===== config.mk =====
export PLATFORM = sky130hd
export DESIGN_NAME = pipeline_stall_ctrl
export DESIGN_NICKNAME = d
export VERILOG_FILES = /design/src/rtl/core_ctrl_pkg.sv /design/src/rtl/sat_counter.sv /design/src/rtl/pipeline_stall_ctrl.sv
export SDC_FILE = /design/constraint.sdc
export NUM_CORES = 1
export LEC_CHECK = 0
export BUFFER_PORTS_ARGS = -buffer_cell sky130_fd_sc_hd__buf_4
export CORE_ASPECT_RATIO = 0.7
export CORE_UTILIZATION = 54
export CTS_CLUSTER_DIAMETER = 100
export CTS_CLUSTER_SIZE = 16
export DETAILED_ROUTE_END_ITERATION = 12
export GPL_TIMING_DRIVEN = 0
export HOLD_SLACK_MARGIN = 0.02
export PLACE_DENSITY = 0.81
export SKIP_LAST_GASP = 1
export SYNTH_ARGS = -nofsm -noshare
export SYNTH_HDL_FRONTEND = slang
export SYNTH_SLANG_ARGS = --single-unit

===== constraint.sdc =====
create_clock -name clk -period 2.69 [get_ports clk]
set_input_delay 0.1345 -clock clk [delete_from_list [all_inputs] [get_ports clk]]
set_output_delay 0.1345 -clock clk [all_outputs]
set_load 0.1 [all_outputs]

===== src/rtl/core_ctrl_pkg.sv =====
// ---------------------------------------------------------------------------
// core_ctrl_pkg
// Shared definitions for the pipeline control blocks of the 5-stage core.
//   ctrl_state_e : stall controller FSM state (RUN / MEM_WAIT)
//   REG_X0       : architectural zero register index (never a hazard source)
// ---------------------------------------------------------------------------
package core_ctrl_pkg;

  typedef enum logic {
    RUN      = 1'b0,
    MEM_WAIT = 1'b1
  } ctrl_state_e;

  localparam logic [4:0] REG_X0 = 5'd0;

endpackage


===== src/rtl/sat_counter.sv =====
// ---------------------------------------------------------------------------
// sat_counter
// Up-counter that sticks at all-ones instead of wrapping.
//   clk   : clock, rising edge
//   rst   : asynchronous active-low reset, clears count
//   inc   : count this cycle
//   count : current value (W bits)
// ---------------------------------------------------------------------------
module sat_counter #(
  parameter int W = 32
) (
  input  logic         clk,
  input  logic         rst,
  input  logic         inc,
  output logic [W-1:0] count
);

  localparam logic [W-1:0] CNT_MAX = {W{1'b1}};

  logic [W-1:0] count_r;

  // Saturating increment register.
  always_ff @(posedge clk or negedge rst) begin
    if (!rst) begin
      count_r <= {W{1'b0}};
    end else if (inc && (count_r != CNT_MAX)) begin
      count_r <= count_r + W'(1);
    end else begin
      count_r <= count_r;
    end
  end

  assign count = count_r;

endmodule


===== src/rtl/pipeline_stall_ctrl.sv =====
// ---------------------------------------------------------------------------
// pipeline_stall_ctrl
// Stall/flush sequencing for the 5-stage core: load-use bubbles, taken
// branch squashes and multi-cycle data-memory waits with a timeout.
//   clk, rst              : clock / asynchronous active-low reset
//   ResultSrcE0, RD_E     : load in E and its destination register
//   Rs1_D, Rs2_D          : source registers of the instruction in D
//   PCSrcE                : branch/jump taken in E
//   MemReqM, MemReadyM    : data-memory request / completion in M
//   StallF/D/E/M          : pipeline register holds
//   FlushD/E/W            : pipeline register clears
//   MemErr                : sticky memory-timeout flag
//   StallCnt, FlushCnt    : saturating performance counters
// ---------------------------------------------------------------------------
module pipeline_stall_ctrl #(
  parameter int MEM_TIMEOUT = 16,
  parameter int CNT_W       = 32
) (
  input  logic             clk,
  input  logic             rst,
  input  logic             ResultSrcE0,
  input  logic [4:0]       RD_E,
  input  logic [4:0]       Rs1_D,
  input  logic [4:0]       Rs2_D,
  input  logic             PCSrcE,
  input  logic             MemReqM,
  input  logic             MemReadyM,
  output logic             StallF,
  output logic             StallD,
  output logic             StallE,
  output logic             StallM,
  output logic             FlushD,
  output logic             FlushE,
  output logic             FlushW,
  output logic             MemErr,
  output logic [CNT_W-1:0] StallCnt,
  output logic [CNT_W-1:0] FlushCnt
);

  import core_ctrl_pkg::*;

  localparam int              WC_W       = $clog2(MEM_TIMEOUT + 1);
  localparam logic [WC_W-1:0] WAIT_LIMIT = WC_W'(MEM_TIMEOUT);

  ctrl_state_e     state_r, state_next_s;
  logic [WC_W-1:0] wait_cnt_r, wait_cnt_next_s;
  logic            mem_err_r, err_set_s;
  logic            mem_stall_s, timeout_s, lw_stall_s;
  logic            flush_any_s;

  // Hazard terms; wait_cnt counts stall cycles already spent in this wait.
  always_comb begin
    mem_stall_s = 1'b0;
    timeout_s   = 1'b0;
    case (state_r)
      RUN: begin
        mem_stall_s = MemReqM & ~MemReadyM;
      end
      MEM_WAIT: begin
        mem_stall_s = ~MemReadyM & (wait_cnt_r != WAIT_LIMIT);
        timeout_s   = ~MemReadyM & (wait_cnt_r == WAIT_LIMIT);
      end
      default: begin
        mem_stall_s = 1'b0;
        timeout_s   = 1'b0;
      end
    endcase
    lw_stall_s = ResultSrcE0 & (RD_E != REG_X0) &
                 ((RD_E == Rs1_D) | (RD_E == Rs2_D));
  end

  // State, wait counter and sticky error registers.
  always_ff @(posedge clk or negedge rst) begin
    if (!rst) begin
      state_r    <= RUN;
      wait_cnt_r <= {WC_W{1'b0}};
      mem_err_r  <= 1'b0;
    end else begin
      state_r    <= state_next_s;
      wait_cnt_r <= wait_cnt_next_s;
      mem_err_r  <= mem_err_r | err_set_s;
    end
  end

  // Next-state logic; a timeout releases the pipeline and raises the error.
  always_comb begin
    state_next_s    = state_r;
    wait_cnt_next_s = wait_cnt_r;
    err_set_s       = 1'b0;
    case (state_r)
      RUN: begin
        if (mem_stall_s) begin
          state_next_s    = MEM_WAIT;
          wait_cnt_next_s = WC_W'(1);
        end else begin
          state_next_s    = RUN;
          wait_cnt_next_s = {WC_W{1'b0}};
        end
      end
      MEM_WAIT: begin
        if (MemReadyM) begin
          state_next_s    = RUN;
          wait_cnt_next_s = {WC_W{1'b0}};
        end else if (timeout_s) begin
          state_next_s    = RUN;
          wait_cnt_next_s = {WC_W{1'b0}};
          err_set_s       = 1'b1;
        end else begin
          state_next_s    = MEM_WAIT;
          wait_cnt_next_s = wait_cnt_r + WC_W'(1);
        end
      end
      default: begin
        state_next_s    = RUN;
        wait_cnt_next_s = {WC_W{1'b0}};
      end
    endcase
  end

  // Pipeline controls; memory freeze overrides load-use and branch, and a
  // held PCSrcE simply takes effect once the freeze lifts.
  always_comb begin
    StallF = 1'b0;
    StallD = 1'b0;
    StallE = 1'b0;
    StallM = 1'b0;
    FlushD = 1'b0;
    FlushE = 1'b0;
    FlushW = 1'b0;
    if (!rst) begin
      StallF = 1'b0;
    end else if (mem_stall_s) begin
      StallF = 1'b1;
      StallD = 1'b1;
      StallE = 1'b1;
      StallM = 1'b1;
      FlushW = 1'b1;
    end else begin
      StallF = lw_stall_s;
      StallD = lw_stall_s;
      FlushD = PCSrcE;
      FlushE = lw_stall_s | PCSrcE;
    end
  end

  assign MemErr      = mem_err_r;
  assign flush_any_s = FlushD | FlushE;

  sat_counter #(.W(CNT_W)) u_stall_cnt (
    .clk   (clk),
    .rst   (rst),
    .inc   (StallF),
    .count (StallCnt)
  );

  sat_counter #(.W(CNT_W)) u_flush_cnt (
    .clk   (clk),
    .rst   (rst),
    .inc   (flush_any_s),
    .count (FlushCnt)
  );

endmodule


* After elaboration in Yosys (flattened, before gate mapping)
Cells that the tools add are included.
** Cells by class
- Add/sub/neg operators :: 3
- Eq/ne operators :: 6
- Multiplexer cells :: 20
- Bitwise operators :: 11
- Reductions and logical operators :: 3
** Operators with widths (number)
- adder 32 x 1 -> 32 bit, second input constant :: 2
- inequality test 32 bit, second input constant :: 2
- 2-to-1 mux 1 bit :: 15
- equality test 5 bit :: 2
- 2-to-1 mux 5 bit :: 2
- one-hot mux 5 bit (2 select lines) :: 1
- adder 5 x 1 -> 5 bit, second input constant :: 1
- bitwise AND 1 bit :: 5
- equality test 5 bit, second input constant :: 1
- inequality test 5 bit, second input constant :: 1
- nonzero test 5 bit :: 1
- bitwise OR 1 bit :: 4
- one-hot mux 1 bit (2 select lines) :: 2
- logical AND 1 bit :: 2
- inverter 1 bit :: 2
** Storage, ports and cells
- Word-level logic and storage cells :: 48
- Output and inout bits :: 72
- Input bits :: 21
- Flip-flop bits (word level) :: 71

* Longest topological paths before layout
Gate-level depths: netlist (run 1).
- Word-level depth :: 8
- Mapped depth :: 10
- Mapped depth without buffers :: 9

* Hierarchy
Synthesis (run 1) repeated with hierarchy kept, for this count alone.
** Second synthesis, totals
- Cells, all modules :: 360
- Area, all modules :: 3792.4 µm²
** By module, submodules not included
- sat_counter :: cells an instance 151, area each 1624.1 µm², instances 2
- pipeline_stall_ctrl :: cells an instance 58, area each 544.3 µm², instances 1

* Worst setup path after synthesis (run 1)
Ideal clock, no wire load.
- Kind :: register -> output
- Start point :: register wait_cnt_r[0]
- End point :: output StallF
- Cell stages (with the launch flop) :: 10
- Path slack :: -697 ps
- Required time :: 2556 ps
- Arrival :: 3253 ps
- Path through :: dfrtp_1 -> inv_1 -> ha_1 -> and4bb_4 -> a211o_4 -> clkinv_4 -> and2_1 -> o21bai_1 -> buf_2 -> buf_4
** On the way
- Cells in the longest elaborated chain, start to end :: 5
** RTL lines
- from (decl) :: line pipeline_stall_ctrl.sv:46 : logic [WC_W-1:0] wait_cnt_r, wait_cnt_next_s;
- from (signal assigned) :: line pipeline_stall_ctrl.sv:76 : wait_cnt_r <= {WC_W{1'b0}};
- from (signal assigned) :: line pipeline_stall_ctrl.sv:80 : wait_cnt_r <= wait_cnt_next_s;
- inequality test 5 bit :: line pipeline_stall_ctrl.sv:60 : mem_stall_s = ~MemReadyM & (wait_cnt_r != WAIT_LIMIT);
- bitwise AND 1 bit :: line pipeline_stall_ctrl.sv:60
- one-hot mux 1 bit (2 select lines) :: line pipeline_stall_ctrl.sv:55 : case (state_r)
- 2-to-1 mux 1 bit (2 in a row)
- to (decl) :: line pipeline_stall_ctrl.sv:28 : output logic StallF,
No other way between the ends.

* Worst setup path after layout (run 1)
- Start point :: register wait_cnt_r[0]
- End point :: output StallF
** On the way
- Cells in the longest elaborated chain, start to end :: 5
** RTL lines
- inequality test 5 bit :: line pipeline_stall_ctrl.sv:60
- bitwise AND 1 bit :: line pipeline_stall_ctrl.sv:60
- one-hot mux 1 bit (2 select lines) :: line pipeline_stall_ctrl.sv:55
- 2-to-1 mux 1 bit :: line pipeline_stall_ctrl.sv:132 : end else if (mem_stall_s) begin
- 2-to-1 mux 1 bit :: line pipeline_stall_ctrl.sv:130 : if (!rst) begin
No other way between the ends.

==> key figures, run 1 <==
Yosys
  • Adder-cell share of the synthesized area: 0.0133
  • Yosys cell types: 45
  • Dominant synthesized flop cell: dfrtp_1
  • Post-synthesis compound-gate area fraction: 0.0381
  • Xor-xnor portion of the synthesized cell area: 0.174
  • Top-area cell type share of the netlist area: 0.471
  • Synth top area cells: dfrtp_1 47%, xor2_1 11%, xnor2_1 6.3%, nand3_1 3.4%, nor4_2 3.3%
  • Syn avg cell area: roughly 10 µm²
  • Commonest cells post-synth: 71 x dfrtp_1, 48 x xor2_1, 31 x nand2_1
  • Mux contribution to synthesized area: 0.00265
  • Seq/Total Area, Yosys: 0.471
  • Synthesized flop and latch total: a little over 70
  • Post-synthesis cell count: 360
  • EDFF count, synth: 0
  • Synth area leader: dfrtp_1
  • Synth Cell Area: between 0.003 and 0.004 mm²
  • Syn nets: 385
  • Largest family of logic cells by synthesized area: simple AND/OR/NAND/NOR gates
  • Number of synthesis warnings: 0
  • Simple-gate area share of the yosys netlist: 0.269
  • Most common cell in the netlist: dfrtp_1
  • Synth async-reset ratio: 1.00

Power and ir drop
  • Clock power frac: 0.295
  • PD cells: between 700 and 800 mW/mm²
  • Switching part of the total: 0.418
  • Internal: a little over 2 mW
  • Seq pwr share: 0.371
  • Leak pwr: between 2 and 2.5 nW
  • Worst VDD drop: roughly 0.76 mV
  • Switch Pwr: ~1.5 mW
  • Combinational fraction of design power: 0.334

STA
  • Slew @ Worst Pin: between 0.9 and 1 ns
  • Clock skew: 0.00985 ns
  • Fmax: approximately 380 MHz
  • Period utilization: 0.969
  • Hold Violations, Final: 0
  • Slew HR: 0.369
  • Min Clock Period, post-route: between 2 and 3 ns
  • Slew Viols, Final: 0
  • Final Setup Violations: 0
  • RSZ-0062 raised after global routing: false

Critical path
  • Worst endpoint required time: about 2.6 ns
  • R2r endpoint: u_flush_cnt.count[8]
  • Critical path data arrival time: between 2 and 2.5 ns
  • Startpoint types: flop
  • Crit. End Element: output pin
  • Worst Path Buf+Inv: 5
  • CP dominant cell by count: buf_4
  • Cell Chain, Critical Path: inv_1 > ha_2 > and4bb_4 > a211o_4 > clkinv_4 > and2_4 > o21bai_2 > buf_4 > buf_4 > buf_8
  • R2R setup slack: 0.24 ns
  • Worst Setup SP: wait_cnt_r[0]
  • Reg2Reg Depth: 8
  • Slowest cell on crit path: dfrtp_1
  • Reg2Reg Launch Point: u_flush_cnt.count[0]
  • Crit Path Class: reg2out
  • Crit-path max cell delay: about 0.40 ns
  • Family with the most delay on the worst path: buffers and inverters
  • Worst-path fanout max: 6

Worst hold path
  • Hold Crit Depth: 3
  • Hold Crit Class: in2reg
  • Worst Hold End: wait_cnt_r[0]
  • Hold_sp: MemReqM

Final layout
  • Area grow syn2layout: 30.5%
  • Diode count: 0
  • Share of cells above drive strength 1: 0.327
  • Layout Cells excl Fill: roughly 570
  • Final #Nets: ~490
  • Final instance area: between 0.004 and 0.005 mm²

GRT
  • Initial antenna violation count: 0
  • Vias in the first global route: 2995
  • Largest net degree at the start of global routing: 78
  • Overall routing resource usage: 0.254
  • First-pass GRT wire length: between 10000 and 15000 µm
  • Grt total ovfl: 0

CTS
  • TritonCTS clock tree: yes
  • H-Tree Depth: 3
  • Root buffer cell: clkbuf_8
  • Clk_lat worst skew: about 0.34 ns
  • Clock Tree Buf Depth: 2
  • Clk sinks: 71
  • CTS Buf Count: 9
  • Clock transition at path regs: 0.08 ns

Route
  • Final WL: about 9000 µm
  • Antenna Nets Post-Route: 0
  • First-pass DRT Iterations: 4
  • DR vias: around 3200
  • Vias/cell: approximately 5.6
  • Initial DRC Count: between 200 and 250
  • Drt wl/cell: between 15 and 20 µm
  • # DRC: 0

Floorplanning
  • Row Count: 25
  • Core area: around 0.0068 mm²
  • IO Pins: 93
  • Initial Util: 0.559
  • Die W: 102 µm
  • Height of the die: approximately 70 µm
  • Die area: 0.00733 mm²

Place
  • Number of port buffers: roughly 90
  • Hpwl dp: ~6400 µm
  • GP Congestion: 0.819
  • Inst Count DP: around 550
  • Placed inst area: between 0.004 and 0.005 mm²

Outcome
  • Status: complete, no violations

Flow run
  • Maxcap violations: 0
how the worst max path moves through the flow:
stage | to | slack [ns] | cells after the start
after detailed placement | u_flush_cnt.count[7] | 0.17 | 8
after global routing | StallF | 0.0004 | 10
after CTS | StallF | 0.05 | 10
final | StallF | 0.08 | 10
after global placement | StallF | 0.20 | 10
after floorplan | u_flush_cnt.count[16] | -0.09 | 9
power groups by stage:
stage / clock (mW) / combinational, mW / sequential, mW
detailed placement: 0 / 1.16 / 1.31
global route: 1.10 / 1.21 / 1.31
CTS: 1.05 / 1.17 / 1.29
global placement: 0 / 1.15 / 1.31
floorplan: 0 / 0.228 / 1.95
finish: 1.03 / 1.17 / 1.29
registers in the layout (all words and copies together) (netlist names):
register and flops:
u_stall_cnt.count 32, wait_cnt_r 5, state_r 1, u_flush_cnt.count 32
MemErr 1
per-layer routing:
layer  vias up  global-route usage  wire length, µm
met5         -                   0                0
met4         0              0.0683               87
met3         9              0.0617              539
met2       111               0.391             4160
met1      1570               0.363             4180
li1       1479                   -                -
tightest hold or removal path, cell delays in order:
cell,delay [ns]
buf_4,0.09
mux2i_1,0.06
nor2_1,0.08
layout make-up:
cell class | instances | area, µm²
Fill cell | 537 | 1830
Buffer | 12 | 73.8
Clock inverter | 5 | 106
Inverter | 12 | 53.8
Multi-Input combinational cell | 265 | 1910
Sequential cell | 71 | 1780
Clock buffer | 11 | 131
Tap cell | 94 | 118
Timing Repair Buffer | 98 | 751
through the flow:
| stage | util | hold WS [ns] | worst slack, ns | setup TNS (ns) | power, mW |
|---|---|---|---|---|---|
| after floorplan | - | -0.161 | -0.0911 | -0.132 | 2.18 |
| after global placement | 0.683 | 0.326 | 0.199 | 0 | 2.46 |
| after detailed placement | 0.683 | 0.332 | 0.175 | 0 | 2.47 |
| after CTS | 0.724 | -0.0163 | 0.0522 | 0 | 3.51 |
| after global routing | 0.729 | 0.0843 | 0.000441 | 0 | 3.62 |
| final | 0.729 | 0.0684 | 0.0826 | 0 | 3.49 |
logic make-up after synthesis:
kind of cell,count (synthesis)
muxes,1
buffers and inverters,24
DFF,71
adders and majority gates,4
and+or+nand+nor,170
xor gates and xnor gates,75
AOI/OAI and AO/OA,15
repair_timing:
action,CTS,global route
endpoints found under the hold margin,72,20
hold buffers,1,2
gates cloned,0,0
resized for setup,2,3
setup buffers,3,0
setup endpoints to repair,2,9
cell usage in the layout, fill, tap and decap left out, types with 2 or more instances in the layout:
cell and count:
buf_4 99, dfrtp_1 69, xor2_1 48, nand2_1 31, xnor2_1 27, nand3_1 26, nor2_1 19, nand4_1 18
nor3_1 15, and3_1 13, nor4_2 11, inv_1 10, clkbuf_8 9, and4_1 7, nor3_2 7, and2_1 5
clkbuf_1 4, nor4_1 4, ha_1 3, bufinv_16 3, dlygate4sd3_1 3, a211o_4 2, and3_4 2, clkinvlp_4 2
clkinv_4 2, buf_1 2, buf_2 2, or2_2 2, nor2b_1 2, dfrtp_2 2
No activity file was read; power rests on OpenSTA's default activity.
==> inputs of run 2 (changes only) <==
- CORE_UTILIZATION: 54 -> 40
- PLACE_DENSITY: 0.81 -> not set
- SETUP_SLACK_MARGIN: not set -> 0.4
- SLEW_MARGIN: not set -> 20
==> key figures, run 2 (synthesis gave the netlist of run 1 again) <==
Outcome
  • Status: complete, no violations (unchanged)

CTS
  • Clock transition at path regs: 0.05 ns (was 0.08 ns)
  • Clk sinks: 71 (unchanged)
  • Root buffer cell: clkbuf_16 (was clkbuf_8)
  • TritonCTS clock tree: yes (unchanged)
  • Clk_lat worst skew: 0.33 ns (was 0.34 ns)
  • CTS Buf Count: 9 (unchanged)
  • H-Tree Depth: 3 (unchanged)
  • Clock Tree Buf Depth: 2 (unchanged)

STA
  • Clock skew: 0.00456 ns (was 0.00985 ns)
  • Hold Violations, Final: 0 (unchanged)
  • Slew @ Worst Pin: 0.973 ns (was 0.943 ns)
  • RSZ-0062 raised after global routing: true (was false)
  • Period utilization: 0.852 (was 0.969)
  • Min Clock Period, post-route: 2.29 ns (was 2.61 ns)
  • Slew Viols, Final: 0 (unchanged)
  • Setup TNS Final: 0 ns (unchanged)
  • Final Setup Violations: 0 (unchanged)
  • Slew HR: 0.352 (was 0.369)
  • Fmax: 436 MHz (was 384 MHz)

Final layout
  • Diode count: 0 (unchanged)
  • Most frequent cells in the layout: 103 x buf_4, 48 x xor2_1, 48 x dfrtp_2 (was 99 x buf_4, 69 x dfrtp_1, 48 x xor2_1)
  • Final core occ: 0.603 (was 0.729)
  • Share of cells above drive strength 1: 0.484 (was 0.327)
  • Area grow syn2layout: 45.5% (was 30.5%)
  • Layout Cells excl Fill: 614 (was 568)
  • Final #Nets: 510 (was 494)
  • Number of fill cells: 787 (was 537)
  • Most common cell after layout, fill and taps aside: buf_4 (unchanged)

Flow run
  • Maxcap violations: 0 (unchanged)

Worst hold path
  • Hold Crit Depth: 3 (unchanged)
  • Hold Crit Class: in2reg (unchanged)
  • Worst Hold End: wait_cnt_r[0] (unchanged)
  • Hold_sp: MemReqM (unchanged)

Power and ir drop
  • PD cells: 668 mW/mm² (was 709 mW/mm²)
  • Total power: 3.67 mW (was 3.49 mW)
  • Leak pwr: 2.55 nW (was 2.36 nW)
  • Worst VDD drop: 0.374 mV (was 0.756 mV)

GRT
  • Grt total ovfl: 0 (unchanged)
  • Vias in the first global route: 2969 (was 2995)
  • First-pass GRT wire length: 15800 µm (was 14500 µm)
  • Largest net degree at the start of global routing: 47 (was 78)
  • Initial antenna violation count: 0 (unchanged)
  • Overall routing resource usage: 0.209 (was 0.254)

Critical path
  • Worst endpoint required time: 2.56 ns (about the same)
  • Critical path data arrival time: 2.16 ns (was 2.47 ns)
  • R2r endpoint: u_flush_cnt.count[17] (was u_flush_cnt.count[8])
  • Reg2Reg Launch Point: wait_cnt_r[1] (was u_flush_cnt.count[0])
  • Startpoint types: flop (unchanged)
  • Crit. End Element: output pin (unchanged)
  • Reg2Reg Depth: 10 (was 8)
  • Crit Path Class: reg2out (unchanged)
  • Worst-path fanout max: 4 (was 6)
  • R2R setup slack: 0.43 ns (was 0.24 ns)

Floorplanning
  • IO Pins: 93 (unchanged)
  • Initial Util: 0.414 (was 0.559)
  • Die W: 118 µm (was 102 µm)
  • Row Count: 29 (was 25)
  • Core area: 0.00911 mm² (was 0.00676 mm²)
  • Die area: 0.00984 mm² (was 0.00733 mm²)
  • Height of the die: 83.3 µm (was 72.0 µm)

Route
  • Drt wl/cell: 16.1 µm (was 15.8 µm)
  • # DRC: 0 (unchanged)
  • Initial DRC Count: 206 (was 226)
  • Final WL: 9890 µm (was 8960 µm)
  • Vias/cell: 5.15 (was 5.58)
  • Antenna Nets Post-Route: 0 (unchanged)
  • DR vias: 3164 (was 3169)
  • First-pass DRT Iterations: 4 (unchanged)

Place
  • Number of port buffers: 92 (unchanged)
  • Inst Count DP: 576 (was 546)
  • Hpwl dp: 6650 µm (was 6380 µm)
  • GP Congestion: 0.814 (was 0.819)
run 2: worst max-delay path by stage:
stage	from	endpoint	slack, ns	cells past startpoint
2_1_floorplan	wait_cnt_r[0]	u_flush_cnt.count[16]	-0.07	9
4_1_cts	wait_cnt_r[1]	StallF	0.35	10
6_report	wait_cnt_r[1]	FlushE	0.40	8
3_5_place_dp	u_flush_cnt.count[0]	u_flush_cnt.count[7]	0.20	7
3_3_place_gp	u_flush_cnt.count[0]	u_flush_cnt.count[7]	0.21	7
5_1_grt	wait_cnt_r[1]	u_stall_cnt.count[27]	0.30	8
run 2: worst max-delay path, cell delays in order (launching register included):
cell        delay [ns]
dfrtp_1           0.34
inv_1             0.04
ha_2              0.16
and4bb_4          0.20
a211o_4           0.36
and3_4            0.17
o21ba_4           0.25
clkinvlp_4        0.12
buf_8             0.18
run 2: where the power goes:
part / leakage (nW) / switching, mW / internal (mW) / total [mW]
clock: 0.136 / 0.433 / 0.671 / 1.10
sequential: 0.864 / 0.136 / 1.19 / 1.33
combinational: 1.55 / 0.940 / 0.296 / 1.24
run 2: metrics by stage:
stage / area, µm² / hold WS, ns / worst slack (ns)
floorplan: 3910 / -0.161 / -0.0740
finish: 5490 / 0.0892 / 0.398
detailed placement: 4750 / 0.340 / 0.202
global placement: 4750 / 0.331 / 0.206
global route: 5490 / 0.0810 / 0.302
CTS: 5300 / 0.0706 / 0.352
run 2: area by class of cell:
class	count	area, µm²	area share
repair buffers	114	980	0.178
inverters	12	53.8	0.00980
plain buffers	12	97.6	0.0178
clock buffers	13	260	0.0474
well taps	124	155	0.0283
multi-input cells	265	2060	0.375
clock inverters	3	17.5	0.00319
flip-flops and latches	71	1870	0.340
run 2: what timing repair did:
action                                  in CTS  in global routing
endpoints found under the hold margin       26                  0
hold buffers                                 5                  0
pin swaps                                    6                  9
endpoints found under the setup margin      34                 46
buffers inserted                            11                  5
gates cloned                                 0                  1
gates resized for setup                     18                 22
run 2: layer usage:
layer,global-route usage,wire (µm)
met1,0.311,4970
met3,0.0563,551
met4,0.0676,96
met5,0,0
met2,0.288,4270
